===== config.mk =====
export PLATFORM = sky130hd
export DESIGN_NAME = bidim_mux_sequencer
export DESIGN_NICKNAME = d
export VERILOG_FILES = /design/src/rtl/bidim_mux_sequencer.sv
export SDC_FILE = /design/constraint.sdc
export NUM_CORES = 1
export LEC_CHECK = 0
export ABC_AREA = 1
export ABC_CLOCK_PERIOD_IN_PS = 1800
export CAP_MARGIN = 15
export CORE_MARGIN = 1.5
export CORE_UTILIZATION = 42
export DETAILED_ROUTE_END_ITERATION = 7
export PLACE_DENSITY = 0.79
export SETUP_SLACK_MARGIN = 0.5
export SYNTH_ARGS = -nofsm -noshare
export SYNTH_HDL_FRONTEND = slang
export SYNTH_SLANG_ARGS = --single-unit

===== constraint.sdc =====
create_clock -name clk -period 1.8 [get_ports clk]
set_input_delay 0.27 -clock clk [delete_from_list [all_inputs] [get_ports clk]]
set_output_delay 0.27 -clock clk [all_outputs]
set_load 0.05 [all_outputs]

===== src/rtl/bidim_mux_sequencer.sv =====
// Sweeps the bidim_mux select over an index range (with wrap-around) and turns the selected
// words into a registered valid/ready stream tagged with their index.
module bidim_mux_sequencer #(
    parameter int unsigned WIDTH = 32,
    parameter int unsigned DEPTH = 19,
    localparam int unsigned SEL_WIDTH = $clog2(DEPTH)
) (
    input  logic                 clk,
    input  logic                 rst,
    input  logic                 start_i,
    input  logic [SEL_WIDTH-1:0] first_i,
    input  logic [SEL_WIDTH-1:0] last_i,
    output logic [SEL_WIDTH-1:0] m_ctrl,
    input  logic [WIDTH-1:0]     m_out,
    output logic [WIDTH-1:0]     out_data,
    output logic [SEL_WIDTH-1:0] out_idx,
    output logic                 out_valid,
    output logic                 out_last,
    input  logic                 out_ready,
    output logic                 busy,
    output logic                 done,
    output logic                 err
);

    typedef enum logic [1:0] {
        S_IDLE  = 2'd0,
        S_SCAN  = 2'd1,
        S_FLUSH = 2'd2
    } state_t;

    state_t               r_state;
    state_t               w_state_nxt;
    logic [SEL_WIDTH-1:0] r_m_ctrl;
    logic [SEL_WIDTH-1:0] w_m_ctrl_nxt;
    logic [SEL_WIDTH-1:0] r_last_idx;
    logic [SEL_WIDTH-1:0] w_last_idx_nxt;
    logic [WIDTH-1:0]     r_out_data;
    logic [WIDTH-1:0]     w_out_data_nxt;
    logic [SEL_WIDTH-1:0] r_out_idx;
    logic [SEL_WIDTH-1:0] w_out_idx_nxt;
    logic                 r_out_valid;
    logic                 w_out_valid_nxt;
    logic                 r_out_last;
    logic                 w_out_last_nxt;
    logic                 r_busy;
    logic                 w_busy_nxt;
    logic                 r_done;
    logic                 w_done_nxt;
    logic                 r_err;
    logic                 w_err_nxt;

    logic                 w_handshake;
    logic                 w_capture;
    logic                 w_range_ok;
    logic                 w_at_last;
    logic [SEL_WIDTH-1:0] w_ctrl_inc;

    assign w_handshake = r_out_valid && out_ready;
    // Output slot is free when empty or being drained this cycle.
    assign w_capture   = (r_state == S_SCAN) && (!r_out_valid || out_ready);
    assign w_range_ok  = (32'(first_i) < DEPTH) && (32'(last_i) < DEPTH);
    assign w_at_last   = (r_m_ctrl == r_last_idx);
    assign w_ctrl_inc  = (r_m_ctrl == SEL_WIDTH'(DEPTH - 1)) ? '0 : r_m_ctrl + SEL_WIDTH'(1);

    // Next-state and registered-output logic.
    always_comb begin
        w_state_nxt     = r_state;
        w_m_ctrl_nxt    = r_m_ctrl;
        w_last_idx_nxt  = r_last_idx;
        w_out_data_nxt  = r_out_data;
        w_out_idx_nxt   = r_out_idx;
        w_out_valid_nxt = r_out_valid;
        w_out_last_nxt  = r_out_last;
        w_done_nxt      = 1'b0;
        w_err_nxt       = 1'b0;

        case (r_state)
            S_IDLE: begin
                if (start_i) begin
                    if (w_range_ok) begin
                        w_m_ctrl_nxt   = first_i;
                        w_last_idx_nxt = last_i;
                        w_state_nxt    = S_SCAN;
                    end else begin
                        w_err_nxt = 1'b1;
                    end
                end
            end
            S_SCAN: begin
                if (w_capture) begin
                    w_out_data_nxt  = m_out;
                    w_out_idx_nxt   = r_m_ctrl;
                    w_out_valid_nxt = 1'b1;
                    w_out_last_nxt  = w_at_last;
                    if (w_at_last) begin
                        w_state_nxt = S_FLUSH;
                    end else begin
                        w_m_ctrl_nxt = w_ctrl_inc;
                    end
                end
            end
            S_FLUSH: begin
                if (w_handshake) begin
                    w_out_valid_nxt = 1'b0;
                    w_out_last_nxt  = 1'b0;
                    w_done_nxt      = 1'b1;
                    w_state_nxt     = S_IDLE;
                end
            end
            default: begin
                w_state_nxt = S_IDLE;
            end
        endcase

        w_busy_nxt = (w_state_nxt != S_IDLE);
    end

    // State and output registers.
    always_ff @(posedge clk) begin
        if (rst) begin
            r_state     <= S_IDLE;
            r_m_ctrl    <= '0;
            r_last_idx  <= '0;
            r_out_data  <= '0;
            r_out_idx   <= '0;
            r_out_valid <= 1'b0;
            r_out_last  <= 1'b0;
            r_busy      <= 1'b0;
            r_done      <= 1'b0;
            r_err       <= 1'b0;
        end else begin
            r_state     <= w_state_nxt;
            r_m_ctrl    <= w_m_ctrl_nxt;
            r_last_idx  <= w_last_idx_nxt;
            r_out_data  <= w_out_data_nxt;
            r_out_idx   <= w_out_idx_nxt;
            r_out_valid <= w_out_valid_nxt;
            r_out_last  <= w_out_last_nxt;
            r_busy      <= w_busy_nxt;
            r_done      <= w_done_nxt;
            r_err       <= w_err_nxt;
        end
    end

    assign m_ctrl    = r_m_ctrl;
    assign out_data  = r_out_data;
    assign out_idx   = r_out_idx;
    assign out_valid = r_out_valid;
    assign out_last  = r_out_last;
    assign busy      = r_busy;
    assign done      = r_done;
    assign err       = r_err;

endmodule

==> flow_summary.ini, run 1 <==
[cells_and_area]
finalNonFillerCells = 486
areaGrowthSynthToFinish_pct = 63.7
num-nets-final = 463
diodes = 0
final_area_um2 = 3640
final_common_cell = nor2_1
layout.cells.most_common_list = nor2_1 (53), dfxtp_1 (46), clkdlybuf4s50_1 (44)
drive_gt1_share_pct = 33.7

[detailed_routing]
drtIter0Drc = 139
wl_per_cell_um = 13.7
totalWireLength_um = 6650
ant_nets = 0
num_vias = 2392
drt_pass1_iterations = 4
routed_via_density = 4.92
drc = 0

[die]
pin_count = 93
dieArea_um2 = 5740
die_x_um = 75.8
die_h_um = 75.8
core_area_um2 = 5110
start_util_pct = 43.5
rows = 26

[sta]
fin_skew_ns = 0.00421
fin_tns_setup_ns = 0
finalSetupViolCount = 0
timing.final.crit_share_pct = 74.8
rsz0062_at_grt = true
hold_viol_final = 0
tightest_slew_ns = 0.417
period_needed_ns = 1.35
clock.fmax_mhz = 743
slew_violations = 0
slew_headroom_pct = 72.1

[synth]
synth_area_um2 = 2220
ys_seq_elements = 54
synth_area_leaders = dfxtp_1 (49%), nor2_1 (14%), o21ai_0 (9.7%)
yosys_warnings = 0
synth.distinct_cells = 23
netlist_instances = 305
synth.net_count = 353
syn_area_per_cell_um2 = 7.29
ys_seq_area_share_pct = 48.6
synth.top_cell.area_share_pct = 48.6
synth_top_area_cell = dfxtp_1

[global_routing]
grt_usage_pct = 22.3
grt_pass1_vias = 2175
overflow = 0
grt_antenna_before_repair = 0
grt_pass1_wl_um = 9720
grt_max_degree = 48

[placed_design]
place_inst = 460
dp_hpwl_um = 4060
numPortBuffers = 92
place_congestion = 0.822
dpl_cell_area_um2 = 3250

[cts]
clk_path_buf_depth = 2
cts_buffers = 5
clkTransAtPathRegs_ns = 0.09
htreeDepth = 2
cts_root_buffer = clkbuf_8
cts_tree = done
cts.sinks = 54
clkLatencyLatePin_ns = 0.30

[worst_setup_path]
cp.arrival_ns = 1.55
critPathKind = register to register
crit-reg2reg-capture = out_data[22]
r2r_cells = 7
worstPathRequired_ns = 2.01
end_kind = register
timing.rr.start = r_state[1]
reg2reg_slack_ns = 0.45
startpoint_type = register
path_max_fanout = 8

[job]
maxCapViolCount = 0

[power]
finalPower_mw = 3.31
p_per_area_nw_per_um2 = 910
p_leak_nw = 1.63
ir_drop_mv = 0.636

[min_path]
hold_path_class = input port to register
holdPathStages = 5
hold_start = out_ready
hold_path_end = done

[status]
status = finished, final reports clean
## report_power, final
part	total, mW	internal [mW]	leakage [nW]	switching, mW
sequential	1.40	1.31	0.446	0.0893
combinational	1.21	0.430	1.14	0.776
clock	0.702	0.312	0.0482	0.390
## flip-flops by register name, summed over array words and instances, names as in the netlist
register	count
busy	1
done	1
err	1
m_ctrl	5
out_data	32
out_idx	5
out_last	1
out_valid	1
r_last_idx	5
r_state	2
## repair_timing
item	CTS	global route
gates cloned	1	4
setup endpoints to repair	70	76
setup buffers	6	7
hold buffers	0	0
gates resized for setup	142	107
pin swaps	5	22
endpoints found under the hold margin	0	0
## Yosys cell counts
master	count
buf_2	8
nor4_1	1
nand4_1	3
nand3_2	1
clkbuf_1	4
a21oi_1	18
buf_4	1
a21oi_4	1
inv_1	21
nand2_1	43
inv_2	3
nor2_4	1
dfxtp_1	54
o21ai_0	43
xnor2_1	2
ha_1	2
clkinv_1	1
nand3_1	12
o21a_1	1
nand2_2	2
nor2_2	2
nor2_1	80
nand4_4	1
## kinds of logic (layout without fill, tap and decap cells)
family                     count (synthesis)  after routing  share of synthesized area, %
adders and majority gates                  2              2                          1.13
DFF                                       54             54                          48.6
buffers and inverters                     38            148                          7.03
and+or+nand+nor                          146            147                          27.6
xor gates and xnor gates                   2              2                         0.788
AOI/OAI and AO/OA                         63             63                          14.8
## how the worst max path moves through the flow
stage               slack [ns]         start  cells past startpoint            to
floorplan                 0.50     m_ctrl[2]                     10          busy
global placement          0.10     out_ready                      8     m_ctrl[4]
detailed placement        0.07     out_ready                      8     m_ctrl[4]
CTS                       0.48  out_data[22]                      1  out_data[22]
global route              0.38     m_ctrl[0]                     11     m_ctrl[0]
finish                    0.45    r_state[1]                      7  out_data[22]
## per-stage QoR
stage	hold slack (ns)	util, %	setup WS [ns]
floorplan	0.332	-	0.501
global placement	0.458	63.6	0.104
detailed placement	0.457	63.6	0.0690
CTS	0.473	67.2	0.478
global route	0.440	71.3	0.381
finish	0.385	71.3	0.454
## layer usage
metal | share of wire [%] | wire (um) | global-route usage (%)
met1 | 43 | 2860 | 26.7
met2 | 47 | 3160 | 35.7
met3 | 7.5 | 501 | 9.13
met4 | 2.0 | 131 | 8.53
met5 | 0 | 0 | 0
## layout make-up
cell class              count  area (um^2)
clock inverters             1         5.00
well taps                  70         87.6
fillers                   401         1470
inverters                  25          101
repair buffers            115         1020
multi-input cells         214         1240
flip-flops and latches     54         1100
clock buffers               7         86.3
## worst max-delay path, stage by stage, from the launching register on
cell and delay [ns]:
dfxtp_2 0.33, inv_2 0.07, nand2_4 0.07, a21oi_4 0.22
clkinv_4 0.20, clkbuf_16 0.21, nor2_1 0.09, nor2_1 0.05
(Power assumes the default switching activity.)
==> inputs of run 2 (changes only) <==
--- a/config.mk
+++ b/config.mk
@@ -6,7 +6,7 @@
 export NUM_CORES = 1
 export LEC_CHECK = 0
 export ABC_AREA = 1
-export ABC_CLOCK_PERIOD_IN_PS = 1800
+export ABC_CLOCK_PERIOD_IN_PS = 1400
 export CAP_MARGIN = 15
 export CORE_MARGIN = 1.5
 export CORE_UTILIZATION = 42
==> constraint.sdc (replaced) <==
create_clock -name clk -period 1.4 [get_ports clk]
set_input_delay 0.21 -clock clk [delete_from_list [all_inputs] [get_ports clk]]
set_output_delay 0.21 -clock clk [all_outputs]
set_load 0.05 [all_outputs]
==> run 2 against run 1 <==
The run now ends with negative setup slack left. Setup slack worse by 0.58 ns. Clock power grew 47%. Non-clock buffer count increased by 27. Largest cell class is now buffers. Highest routed layer unchanged.
==> flow_summary.ini, run 2 (synthesis results as in run 1) <==
[die]
die_h_um = 75.8
die_x_um = 75.8
pin_count = 93
dieArea_um2 = 5740
start_util_pct = 43.5
rows = 26
core_area_um2 = 5110

[placed_design]
dp_hpwl_um = 4830
numPortBuffers = 92
place_inst = 472
place_congestion = 0.857

[cts]
cts_hold_buf = 0
cts_buffers = 5
clk_path_buf_depth = 2
cts.sinks = 54
clkTransAtPathRegs_ns = 0.10
clkLatencyLatePin_ns = 0.32
cts_root_buffer = clkbuf_8
cts_tree = done
htreeDepth = 2

[cells_and_area]
finalNonFillerCells = 512
layout.cells.most_common_list = nor2_1 (65), buf_12 (51), dfxtp_2 (37)
multi_input_area_um2 = 1290
nFillCells = 164
drive_gt1_share_pct = 52.7
diodes = 0
final_common_cell = nor2_1
num-nets-final = 489
areaGrowthSynthToFinish_pct = 111
largest_reg_flops = 32
regArea_um2 = 1180

[sta]
fin_tns_setup_ns = -0.587
rsz0062_at_grt = true
fin_skew_ns = 0.00625
fin_ws_ns = -0.121
slew_violations = 0
period_needed_ns = 1.52
slew_headroom_pct = 73.2
timing.final.crit_share_pct = 109
finalSetupViolCount = 11
clock.fmax_mhz = 657
tightest_slew_ns = 0.398
hold_viol_final = 0

[detailed_routing]
ant_nets = 0
drt_pass1_iterations = 7
totalWireLength_um = 11500
drtIter0Drc = 345
routed_via_density = 5.93
drc = 0
wl_per_cell_um = 22.4
num_vias = 3035

[worst_setup_path]
path_max_fanout = 10
reg2reg_slack_ns = -0.12
cp.buffers_inverters = 1
crit_slowest_cell = dfxtp_1
startpoint_type = register
crit-reg2reg-capture = m_ctrl[3]
worstPathRequired_ns = 1.64
crit_family = simple AND/OR/NAND/NOR gates
cp_common_cell = nand2_1
r2r_cells = 8
worstPathCellList = inv_1 > nand2_1 > nand2_2 > nor2_4 > nand4_4 > nand3_1 > nand2_1 > nor2_1
end_kind = register
critPathMaxStageDelay_ns = 0.39
timing.rr.start = r_last_idx[1]
cp.arrival_ns = 1.76
critPathKind = register to register

[min_path]
holdPathStages = 3
hold_path_class = input port to register
hold_start = last_i[4]
hold_path_end = r_last_idx[4]

[power]
p_leak_nw = 1.99
p_per_area_nw_per_um2 = 1110
ir_drop_mv = 0.775
finalPower_mw = 5.20

[global_routing]
grt_usage_pct = 27.5
grt_pass1_wl_um = 11800
grt_antenna_before_repair = 0
grt_max_degree = 42
overflow = 0
grt_pass1_vias = 2489

[status]
status = finished with violations
violations = negative setup slack

[job]
maxCapViolCount = 0
-- run 2: cell types whose count changed in the layout (fill, tap and decap cells not counted), moves of 9 or more --
| cell | delta |
|---|---|
| dfxtp_1 | -43 |
| nor2_1 | +12 |
| a21oi_2 | +10 |
| buf_12 | +47 |
| buf_6 | +10 |
| o21ai_0 | -13 |
| buf_2 | -32 |
| nor2_4 | -14 |
| dfxtp_4 | +9 |
| a21oi_1 | -10 |
| dfxtp_2 | +34 |
| clkdlybuf4s50_1 | -10 |
-- run 2: cell type report --
cell class                      count  area share (%)
Tap cell                           70            1.86
Sequential cell                    54            25.1
Multi-Input combinational cell    213            27.5
Clock buffer                        7            2.08
Inverter                           25            2.29
Timing Repair Buffer              142            41.0
Clock inverter                      1           0.133
-- run 2: worst max path at each step --
stage | start | endpoint | slack (ns) | cells after the start
2_1_floorplan | m_ctrl[2] | m_ctrl[4] | 0.10 | 8
3_3_place_gp | out_ready | out_idx[1] | -0.20 | 6
3_5_place_dp | out_ready | out_idx[0] | -0.23 | 6
4_1_cts | m_ctrl[0] | busy | 0.1 | 8
5_1_grt | r_last_idx[3] | busy | -0.18 | 9
6_report | r_last_idx[1] | m_ctrl[3] | -0.12 | 8
-- run 2: tightest hold or removal path: stages --
cell	delay (ns)
dlygate4sd2_1	0.27
nand3_2	0.09
a21oi_2	0.06
-- run 2: power breakdown --
group | switching [mW] | leakage (nW) | internal, mW
logic | 1.19 | 1.47 | 1.06
clock network | 0.563 | 0.0539 | 0.465
registers | 0.219 | 0.467 | 1.71
-- run 2: layer usage --
metal  part of all wire [%]  GRT usage (%)  up-vias
met1                     33           31.1     1429
met2                     50           49.9      258
li1                       -              -     1250
met3                    9.4           5.03       98
met4                    7.6           12.5        0
met5                      0              0        -
-- run 2: timing repair --
item | CTS | global route
pin swaps | 20 | 19
resized for setup | 80 | 89
gates cloned | 1 | 3
buffers inserted | 14 | 14
endpoints found under the setup margin | 100 | 100
-- run 2: stage by stage --
stage,setup slack (ns),instance area (um^2),utilization (%),hold slack (ns)
after global placement,-0.195,3870,75.7,0.457
after global routing,-0.179,4700,92.1,0.356
after detailed placement,-0.235,3870,75.7,0.465
final,-0.121,4700,92.1,0.344
after CTS,0.0988,4230,82.9,0.352
after floorplan,0.105,2320,-,0.263
==> patch 1 (flow settings as in run 1) <==
Register the output `err` once more, cleared by the reset; this adds one clock of latency there. The other outputs are not delayed to match.
--- a/src/rtl/bidim_mux_sequencer.sv
+++ b/src/rtl/bidim_mux_sequencer.sv
@@ -149,6 +149,12 @@
     assign out_last  = r_out_last;
     assign busy      = r_busy;
     assign done      = r_done;
-    assign err       = r_err;
+    always_ff @(posedge clk) begin
+        if (rst) begin
+            err <= '0;
+        end else begin
+            err <= r_err;
+        end
+    end
 
 endmodule
Check against the original RTL: not equivalent (a bounded check fails within 4 cycles, from zero or initial values and one cycle with rst high).
==> patch 1 against run 1 <==
  * Die area up 1.5%
  * Sequential cell count up 1
  * Worst hold slack better by 27 ps
  * Total power fell by 1.4%
  * Clock skew increased by 11 ps
  * Wire length rose by 0.39%
  * Final area shrank 3.4%
  * Worst setup slack worse by 1.3 ps
  * Clock power decreased by 0.7%
  * Area after synthesis grew 1.6%
  * Critical endpoint is now busy$_SDFF_PP0_
  * Largest cell class is now registers
==> patch 1: results (changes against run 1) <==
status=completed (unchanged); placed cell area=3260 sq um (was 3250 sq um); fraction of layout cells with a size suffix above 1=0.277 (was 0.337); PostCTS Resize Cnt=131 (was 142); worst r2r src=m_ctrl[1]$_SDFFE_PP0P_ (was r_state[1]$_SDFF_PP0_); final cell count without fillers=493 (was 486); number of global-route vias before repair=2182 (was 2175); crit-path leading delay family=simple AND/OR/NAND/NOR gates (was buffers and inverters); Signal buf overhead=0.295 (was 0.280); setup bufs post-CTS=10 (was 6); reg2reg setup slack=450 ps (about the same); # nets final=470 (was 463); Reg clk slew, reported paths=110 ps (was 90 ps); syn_nets=354 (was 353); register area=1120 sq um (was 1100 sq um); hold_sp=r_err$_SDFF_PP0_ (was out_ready); Commonest cells post-synth=nor2_1, dfxtp_1, nand2_1 (was nor2_1, dfxtp_1, nand2_1, o21ai_0, inv_1); dominant cells by area after synthesis=dfxtp_1, nor2_1, o21ai_0 (unchanged); routed wl met2=3380 um (was 3160 um); worst reg2reg path endpoint=busy$_SDFF_PP0_ (was out_data[22]$_SDFFE_PP0P_); worst-margin pin slew=344 ps (was 417 ps); met1 GRT Util=0.257 (was 0.267); M2 GR Usage=0.374 (was 0.357); met3 Resource Use GR=0.0575 (was 0.0913); clock network area share=0.0260 (was 0.0251); multi-input gates=216 (was 214); Logic inverters=24 (was 25); Compound-Gate Fraction of Synth Area=0.143 (was 0.148); Endpoint, Worst Hold=err$_SDFF_PP0_ (was done$_SDFF_PP0_); max incr delay on CP=400 ps (was 330 ps); Worst Skew=15.5 ps (was 4.21 ps); multi-input gate share of total cell area=0.308 (was 0.340); CP Data Arrival Time=1570 ps (was 1550 ps); LEAKAGE=1.69 nW (was 1.63 nW); Peak VDD IR=534 uV (was 636 uV); Place WS=107 ps (was 69.0 ps); Core ar.=5140 sq um (was 5110 sq um); count of cell types in the netlist=25 (was 23); DRT met1 WL=2860 um (about the same); DR WL met3=345 um (was 501 um); Synth Area in Adders=0.0111 (was 0.0113)
==> patch 1: worst max-delay path by stage <==
stage	end	slack, ps	depth (start not counted)
5_1_grt	m_ctrl[3]$_SDFFE_PP0P_	350	8
3_3_place_gp	out_idx[4]$_SDFFE_PP0P_	150	6
4_1_cts	out_idx[3]$_SDFFE_PP0P_	490	6
6_report	busy$_SDFF_PP0_	450	9
3_5_place_dp	out_idx[4]$_SDFFE_PP0P_	110	6
2_1_floorplan	m_ctrl[4]$_SDFFE_PP0P_	480	8
==> patch 1: power by group through the flow <==
stage | clock, mW | sequential (mW) | combinational (mW)
3_3_place_gp | 0 | 1.45 | 1.01
5_1_grt | 0.776 | 1.44 | 1.22
3_5_place_dp | 0 | 1.45 | 1.02
6_report | 0.697 | 1.43 | 1.14
4_1_cts | 0.700 | 1.43 | 1.08
2_1_floorplan | 0 | 1.79 | 0.316
==> patch 2 (flow settings as in run 1) <==
Made on the original files. Set the parameter `WIDTH` to 64 (it was 32).
--- a/src/rtl/bidim_mux_sequencer.sv
+++ b/src/rtl/bidim_mux_sequencer.sv
@@ -1,7 +1,7 @@
 // Sweeps the bidim_mux select over an index range (with wrap-around) and turns the selected
 // words into a registered valid/ready stream tagged with their index.
 module bidim_mux_sequencer #(
-    parameter int unsigned WIDTH = 32,
+    parameter int unsigned WIDTH = 64,
     parameter int unsigned DEPTH = 19,
     localparam int unsigned SEL_WIDTH = $clog2(DEPTH)
 ) (
Ports: changed (resized m_out and out_data); port bits go from 93 to 157. The function was not compared with the original's and may differ.
==> patch 2 against run 1 <==
  * Area after synthesis up 49%
  * Critical path depth up 3
  * Cell count rose by 47%
  * Sequential cell count rose by 32
  * Count of clock-buffer cells in the layout increased by 5
  * Highest routed layer unchanged
  * Via count up 49%
  * Worst setup slack got worse by 100 ps
  * Final area increased by 44%
  * Wire length up 55%
  * Total power increased by 77%
==> patch 2: results (changes against run 1) <==
largest net degree at the start of global routing=45 (was 48); fraction of layout cells with a size suffix above 1=0.273 (was 0.337); Post-synth ARST share=0 (unchanged); dominant cells by area after synthesis=dfxtp_1, nor2_1, o21ai_0 (unchanged); Yosys Warn Count=0 (unchanged); detailed-route wire length per cell=14.4 um (was 13.7 um); dpl hpwl=6490 um (was 4060 um); count of cell types in the netlist=23 (unchanged); Slew HR=0.805 (was 0.721); Inserted Clock Buffers=9 (was 5); H-tree Lvls=3 (was 2); LEAKAGE=2.35 nW (was 1.63 nW); n_diodes=0 (unchanged); CTS Buffer Depth=2 (unchanged); Worst Skew=7.96 ps (was 4.21 ps); multiplexer share of the synthesized area=0 (unchanged); syn_nets=521 (was 353); Commonest cells post-synth=nor2_1, dfxtp_1, o21ai_0 (was nor2_1, dfxtp_1, nand2_1, o21ai_0, inv_1); root buf cell=clkbuf_8 (unchanged); DR pass1 iterations=4 (unchanged); DRT iter0 DRCs=160 (was 139); vias per cell=4.99 (was 4.92); RePlAce Congestion=0.877 (was 0.822); sequential element share of the synthesized area=0.521 (was 0.486); # nets final=687 (was 463); Post-synth top flop=dfxtp_1 (unchanged); Skew-Pair Late Insertion Delay=340 ps (was 300 ps); XOR/XNOR Fraction of Synth Area=0.0106 (was 0.00788); Synth Area in Adders=0.00757 (was 0.0113); Peak VDD IR=561 uV (was 636 uV); max incr delay on CP=430 ps (was 330 ps); Reg clk slew, reported paths=90 ps (about the same); antenna violations before repair=0 (unchanged); Total GRT Usage=0.229 (was 0.223); Compound-Gate Fraction of Synth Area=0.148 (about the same); status=completed (unchanged); number of global-route vias before repair=3287 (was 2175); CP Data Arrival Time=1710 ps (was 1550 ps); IO buf count=156 (was 92); crit path max fanout=7 (was 8); worst hold-check path type=in2reg (unchanged); Worst path slowest cell=dfxtp_4 (was dfxtp_2); first-pass GRT wire length=15600 um (was 9720 um); max reg flops=64 (was 32)
==> patch 2: cell families after synthesis <==
| family | after synthesis |
|---|---|
| and+or+nand+nor | 205 |
| AOI/OAI and AO/OA | 95 |
| DFF | 86 |
| buffers and inverters | 49 |
| xor gates and xnor gates | 4 |
| adders and majority gates | 2 |
==> patch 2: final cells by class <==
type | instances | area (sq um)
Timing Repair Buffer | 178 | 1480
Clock buffer | 12 | 166
Sequential cell | 86 | 1750
Fill cell | 657 | 2450
Multi-Input combinational cell | 308 | 1530
Clock inverter | 4 | 76.3
Tap cell | 102 | 128
Inverter | 24 | 108
==> patch 2: stage by stage <==
step,area (sq um),hold slack (ps),total power [mW],setup WS [ps],cells
after global placement,4950,458,4.11,116,682
after CTS,4980,480,5.65,421,703
after detailed placement,4950,468,4.15,93.8,682
after global routing,5230,253,6.12,282,714
final,5230,245,5.85,353,714
after floorplan,3330,413,3.47,508,441
==> patch 2: power breakdown <==
part | leakage (nW) | total, mW | internal, mW | switching (mW)
sequential | 0.709 | 2.26 | 2.11 | 0.149
combinational | 1.53 | 2.00 | 0.676 | 1.32
clock | 0.118 | 1.60 | 0.908 | 0.688
total | 2.35 | 5.85 | 3.70 | 2.16
==> patch 2: repair_timing <==
| item | 4_1_cts | 5_1_grt |
|---|---|---|
| gates cloned | 2 | 1 |
| buffers inserted | 3 | 10 |
| pin swaps | 3 | 20 |
| endpoints found under the setup margin | 93 | 87 |
| resized for setup | 330 | 79 |
==> patch 2: worst paths after layout <==
kind	start	to	slack, ps	cells past startpoint
max	m_ctrl[1]$_SDFFE_PP0P_	m_ctrl[3]$_SDFFE_PP0P_	350	10
min	last_i[0]	r_last_idx[0]$_SDFFE_PP0P_	250	3
max reg2reg	m_ctrl[1]$_SDFFE_PP0P_	m_ctrl[3]$_SDFFE_PP0P_	350	10
min reg2reg	out_data[9]$_SDFFE_PP0P_	out_data[9]$_SDFFE_PP0P_	480	2
==> patch 2: worst max-delay path, delay by kind of cell (launching register included) <==
| kind | cells | cell delay, ps |
|---|---|---|
| buf+inv | 1 | 50 |
| simple gates | 9 | 890 |
| flops | 1 | 430 |
==> patch 2: per-layer routing <==
layer  global-route usage  vias up  share of wire
li1                     -     1736              -
met1                0.297     1643           0.41
met2                0.381      160           0.49
met3               0.0481       24          0.077
met4               0.0756        0          0.024
met5                    0        -              0
